--- src/rtl/sm4_serial_ctrl.sv ---
// sm4_serial_ctrl: phase sequencer for the bit-serial SM4 datapath (LOAD, ROUND, INV, OUT).
// Optional SM4_DECRYPT_EN adds a decrypt input that reverses the round index order.
module sm4_serial_ctrl #(
    parameter int ROUNDS   = 32,
    parameter int BLK_BITS = 128
) (
    input  logic       clk,
    input  logic       rst,
    input  logic       start,
`ifdef SM4_DECRYPT_EN
    input  logic       decrypt,
`endif
    output logic       din_ready,
    output logic [2:0] ctrl_s,
    output logic       ctrl_rt_s,
    output logic       done,
    output logic       busy,
    output logic [4:0] round_idx,
    output logic [4:0] bit_idx,
    output logic       ks_en
);
    typedef enum logic [2:0] {IDLE, LOAD, ROUND, INV, OUT} state_t;

    localparam logic [4:0] LAST_RND = 5'(ROUNDS - 1);
    localparam logic [6:0] LAST_CNT = 7'(ROUNDS - 1);
    localparam logic [6:0] BLK_LAST = 7'(BLK_BITS - 1);

    state_t     state, state_n;
    logic [6:0] cnt, cnt_n;
    logic [4:0] bit_n, round_n;
    logic       dec, dec_n, dec_in;
    logic [2:0] rnd_code, ctrl_n;
    logic       rt_n;

`ifdef SM4_DECRYPT_EN
    assign dec_in = decrypt;
`else
    assign dec_in = 1'b0;
`endif

    // cnt is the LOAD/OUT bit counter and, during ROUND, the count of completed rounds
    always_comb begin
        state_n = IDLE;
        cnt_n   = '0;
        round_n = '0;
        dec_n   = dec;
        case (state)
            IDLE: begin
                if (start) begin
                    state_n = LOAD;
                    dec_n   = dec_in;
                end
            end
            LOAD: begin
                if (cnt == BLK_LAST) begin
                    state_n = ROUND;
                    round_n = dec ? LAST_RND : 5'd0;
                end else begin
                    state_n = LOAD;
                    cnt_n   = cnt + 7'd1;
                end
            end
            ROUND: begin
                state_n = ROUND;
                cnt_n   = cnt;
                round_n = round_idx;
                if (bit_idx == 5'd31) begin
                    if (cnt == LAST_CNT) begin
                        state_n = INV;
                        cnt_n   = '0;
                        round_n = '0;
                    end else begin
                        cnt_n   = cnt + 7'd1;
                        round_n = dec ? round_idx - 5'd1 : round_idx + 5'd1;
                    end
                end
            end
            INV: state_n = (bit_idx == 5'd31) ? OUT : INV;
            OUT: begin
                if (cnt != BLK_LAST) begin
                    state_n = OUT;
                    cnt_n   = cnt + 7'd1;
                end
            end
            default: state_n = IDLE;
        endcase
    end

    always_comb begin
        bit_n    = (state == IDLE || state_n == IDLE) ? 5'd0 : bit_idx + 5'd1;
        rnd_code = (bit_n < 5'd2)  ? 3'd1 :
                   (bit_n < 5'd10) ? 3'd3 :
                   (bit_n < 5'd18) ? 3'd2 :
                   (bit_n < 5'd24) ? 3'd6 : 3'd7;
        ctrl_n   = (state_n == LOAD)  ? 3'd0 :
                   (state_n == ROUND) ? rnd_code :
                   (state_n == INV)   ? 3'd5 : 3'd4;
        // the first round executed has no earlier transform output to fold back in
        rt_n     = (state_n == ROUND) && (bit_n <= 5'd7) &&
                   (dec_n ? (round_n != LAST_RND) : (round_n != 5'd0));
    end

    always_ff @(posedge clk or posedge rst) begin
        if (rst) begin
            state     <= IDLE;
            cnt       <= '0;
            dec       <= 1'b0;
            bit_idx   <= '0;
            round_idx <= '0;
            ctrl_s    <= 3'd4;
            ctrl_rt_s <= 1'b0;
            done      <= 1'b0;
            busy      <= 1'b0;
            din_ready <= 1'b0;
            ks_en     <= 1'b0;
        end else begin
            state     <= state_n;
            cnt       <= cnt_n;
            dec       <= dec_n;
            bit_idx   <= bit_n;
            round_idx <= round_n;
            ctrl_s    <= ctrl_n;
            ctrl_rt_s <= rt_n;
            done      <= (state_n == OUT);
            busy      <= (state_n != IDLE);
            din_ready <= (state_n == LOAD);
            ks_en     <= (state_n == ROUND);
        end
    end
endmodule

--- config.mk ---
export PLATFORM = sky130hd
export DESIGN_NAME = sm4_serial_ctrl
export DESIGN_NICKNAME = d
export VERILOG_FILES = /design/src/rtl/sm4_serial_ctrl.sv
export SDC_FILE = /design/constraint.sdc
export NUM_CORES = 1
export LEC_CHECK = 0
export CAP_MARGIN = 30
export CORE_MARGIN = 5
export CORE_UTILIZATION = 30
export CTS_CLUSTER_DIAMETER = 80
export DETAILED_ROUTE_END_ITERATION = 16
export PLACE_DENSITY_LB_ADDON = 0.3
export SYNTH_ARGS = -nofsm -noshare
export SYNTH_HDL_FRONTEND = slang
export SYNTH_SLANG_ARGS = --single-unit
export TNS_END_PERCENT = 30
--- constraint.sdc ---
create_clock -name clk -period 3.2 [get_ports clk]
set_input_delay 0.64 -clock clk [delete_from_list [all_inputs] [get_ports clk]]
set_output_delay 0.64 -clock clk [all_outputs]
set_load 0.03 [all_outputs]
==> impl_metrics.ini <==
[floorplan]
core_area_um2 = 5440
die_x_um = 84.6
dieArea_um2 = 7150
rows = 27
die_height_um = 84.6
pin_count = 21
start_util = 0.307

[final_layout]
diodes = 0
multi_input_area_um2 = 862
regArea_um2 = 727
synthToLayoutAreaGrowth_pct = 20.8
fin_nets = 206
fillCellCount = 539
layout-drive-gt1-share = 0.0964

[critical_path]
crit_buf_inv = 0
crit_chain = fa_1 -> and3_4 -> or3_1 -> a211o_1 -> a31o_1 -> and4b_2 -> nor3_2
setup.worst_path.class = register to register
worstPathArrival_ns = 2.62
worstSetupStartpointType = register
crit_path_start = round_idx[0]$_DFF_PP0_
setup.worst_path.end_class = register
required_ns = 3.36
cp_max_fo = 6
rr_startpoint = round_idx[0]$_DFF_PP0_
cpMaxStageDelayCell = fa_1
crit_family = simple AND/OR/NAND/NOR gates
max_stage_delay_ns = 0.48

[logic_synthesis]
syn_inst = 176
syn_nets = 186
yosys_warnings = 0
yosys.area.top_type_share = 0.420
postSynth.asyncResetShare = 1.00
synth_edf_count = 0
yosysTopAreaCell = dfrtp_1
yosys-top-cells-area = dfrtp_1, ha_1, nand2_1
synth-seq-cells = 29
syn_avg_cell_area_um2 = 9.48
syn_area_um2 = 1670
ys_types = 50
synth_ff_type = dfrtp_1
ys_seq_area_frac = 0.436

[power]
finalPower_mw = 0.720
peakVddDrop_uv = 221
pwr_density_cell_nw_per_um2 = 357
p_leak_nw = 0.862

[detailed_routing]
antenna_left = 0
drt_iter0_drc = 79
wire_per_inst_um = 13.2
first_pass_iters = 4
dr_total_vias = 1322
routed_wirelength_mm = 3.56
drc = 0
viasPerCell = 4.91

[clocking]
cts_resized = 0
clkSlewWorstSetupHoldPaths_ns = 0.07
hold_buffers = 0
clk_latency_ns = 0.29
cts_buffer_depth = 2
postCtsSetupBuffers = 0
clock-sinks = 29
htreeDepth = 2
cts_inserted_buffers = 5
cts_tree = built
root_buffer = clkbuf_8

[sta]
fin_tns_setup_ns = 0
tightest_slew_ns = 0.512
setup-violations-final = 0
fin_skew_ns = 0.00603
post-route-min-period_ns = 2.45
rsz0062_at_grt = false
maxSlewHeadroom = 0.655
min_period_over_period = 0.767
fmax_ghz = 0.407
hold_viol_final = 0
finalMaxSlewViolations = 0
holdWs_ns = 0.484

[min_path]
hold_class = register to register
holdCritStartpoint = bit_idx[0]$_DFF_PP0_

[global_route]
grt-ovfl-total = 0
grt_pass1_vias = 1318
grt_pass1_wl_mm = 6.07
grt_antenna_before_repair = 0
grt_max_degree = 30
grt_usage = 0.105

[placed_design]
gp_congestion = 0.840
hpwl_mm = 2.61
numPortBuffers = 20

[run_status]
outcome = finished clean

[job]
maxCapViolCount = 0
==> final cells by class <==
class	instances	area share
Multi-Input combinational cell	133	0.428
Sequential cell	29	0.361
Timing Repair Buffer	22	0.107
Clock buffer	7	0.0478
Tap cell	72	0.0447
Inverter	5	0.00932
Clock inverter	1	0.00248
==> metal layers <==
layer  global-route usage  vias to the layer above  routed length [µm]
met5                    0                        -                   0
met4               0.0460                        0                  79
met3               0.0324                       10                 144
met2                0.155                       24                1580
met1                0.141                      621                1760
li1                     -                      667                   -
==> power breakdown <==
group / leakage (nW) / switching (mW) / internal, mW
clock network: 0.0542 / 0.148 / 0.194
logic: 0.450 / 0.00749 / 0.00319
registers: 0.357 / 0 / 0.367
==> path summary, 6_finish.rpt <==
check,to,slack (ns),cells past startpoint
max,ctrl_rt_s$_DFF_PP0_,0.75,7
min,bit_idx[0]$_DFF_PP0_,0.48,1
max reg2reg,ctrl_rt_s$_DFF_PP0_,0.75,7
min reg2reg,bit_idx[0]$_DFF_PP0_,0.48,1
max in group asynchronous,ctrl_s[2]$_DFF_PP1_,2.17,3
min in group asynchronous,round_idx[1]$_DFF_PP0_,0.71,3
==> sequential cells by signal, indices dropped and copies added, names as in the netlist <==
signal / flops
busy: 1
done: 1
bit_idx: 5
ctrl_rt_s: 1
state: 3
din_ready: 1
round_idx: 5
dec: 1
ks_en: 1
ctrl_s: 3
cnt: 7
==> kinds of logic after synthesis <==
logic type,synth area share
XOR/XNOR,0.0420
adder cells (fa/ha/maj),0.0570
flip-flops,0.436
AND/OR/NAND/NOR,0.253
buffers and inverters,0.0473
AO/OA/AOI/OAI,0.165
==> through the flow <==
stage / cells / worst slack [ns] / util / cell area, µm²
floorplan: 176 / 0.722 / - / 1670
global placement: 261 / 0.805 / 0.352 / 1910
detailed placement: 261 / 0.760 / 0.352 / 1910
CTS: 269 / 0.753 / 0.370 / 2010
global route: 269 / 0.637 / 0.370 / 2010
finish: 269 / 0.745 / 0.370 / 2010
==> synthesized netlist by cell type (all sizes together) (2+ instances only) <==
| cell type | count |
|---|---|
| dfrtp | 28 |
| nand2 | 16 |
| nor2 | 14 |
| a21oi | 11 |
| o21ai | 11 |
| nand3 | 9 |
| buf | 6 |
| ha | 6 |
| nor2b | 6 |
| inv | 5 |
| nor3 | 5 |
| xnor2 | 5 |
| and3 | 4 |
| nand4 | 4 |
| a21o | 3 |
| clkbuf | 3 |
| nand3b | 3 |
| nor3b | 3 |
| o211ai | 3 |
| o31ai | 3 |
| xor2 | 3 |
| a21boi | 2 |
| a31oi | 2 |
| o21a | 2 |
| or2 | 2 |
| or3 | 2 |
==> placed cells by master (no fill, tap or decap), types with 4 or more instances in the layout <==
master and count:
a21oi_1 11, nor2b_1 6, dfrtp_1 28, nor3_1 4
xnor2_1 5, o21ai_0 11, clkdlybuf4s50_1 20, nand2_1 16
nand4_1 4, nor2_1 13, nand3_1 9, ha_1 6
inv_1 5, clkbuf_8 7
==> worst reg2reg max path: cells and delay by family (launching register included) <==
kind / cells / cell delay, ns
flops: 1 / 0.46
compound gates: 2 / 0.54
simple gates: 4 / 0.85
fa+ha+maj: 1 / 0.49
Power figures use the tool's default switching activity.
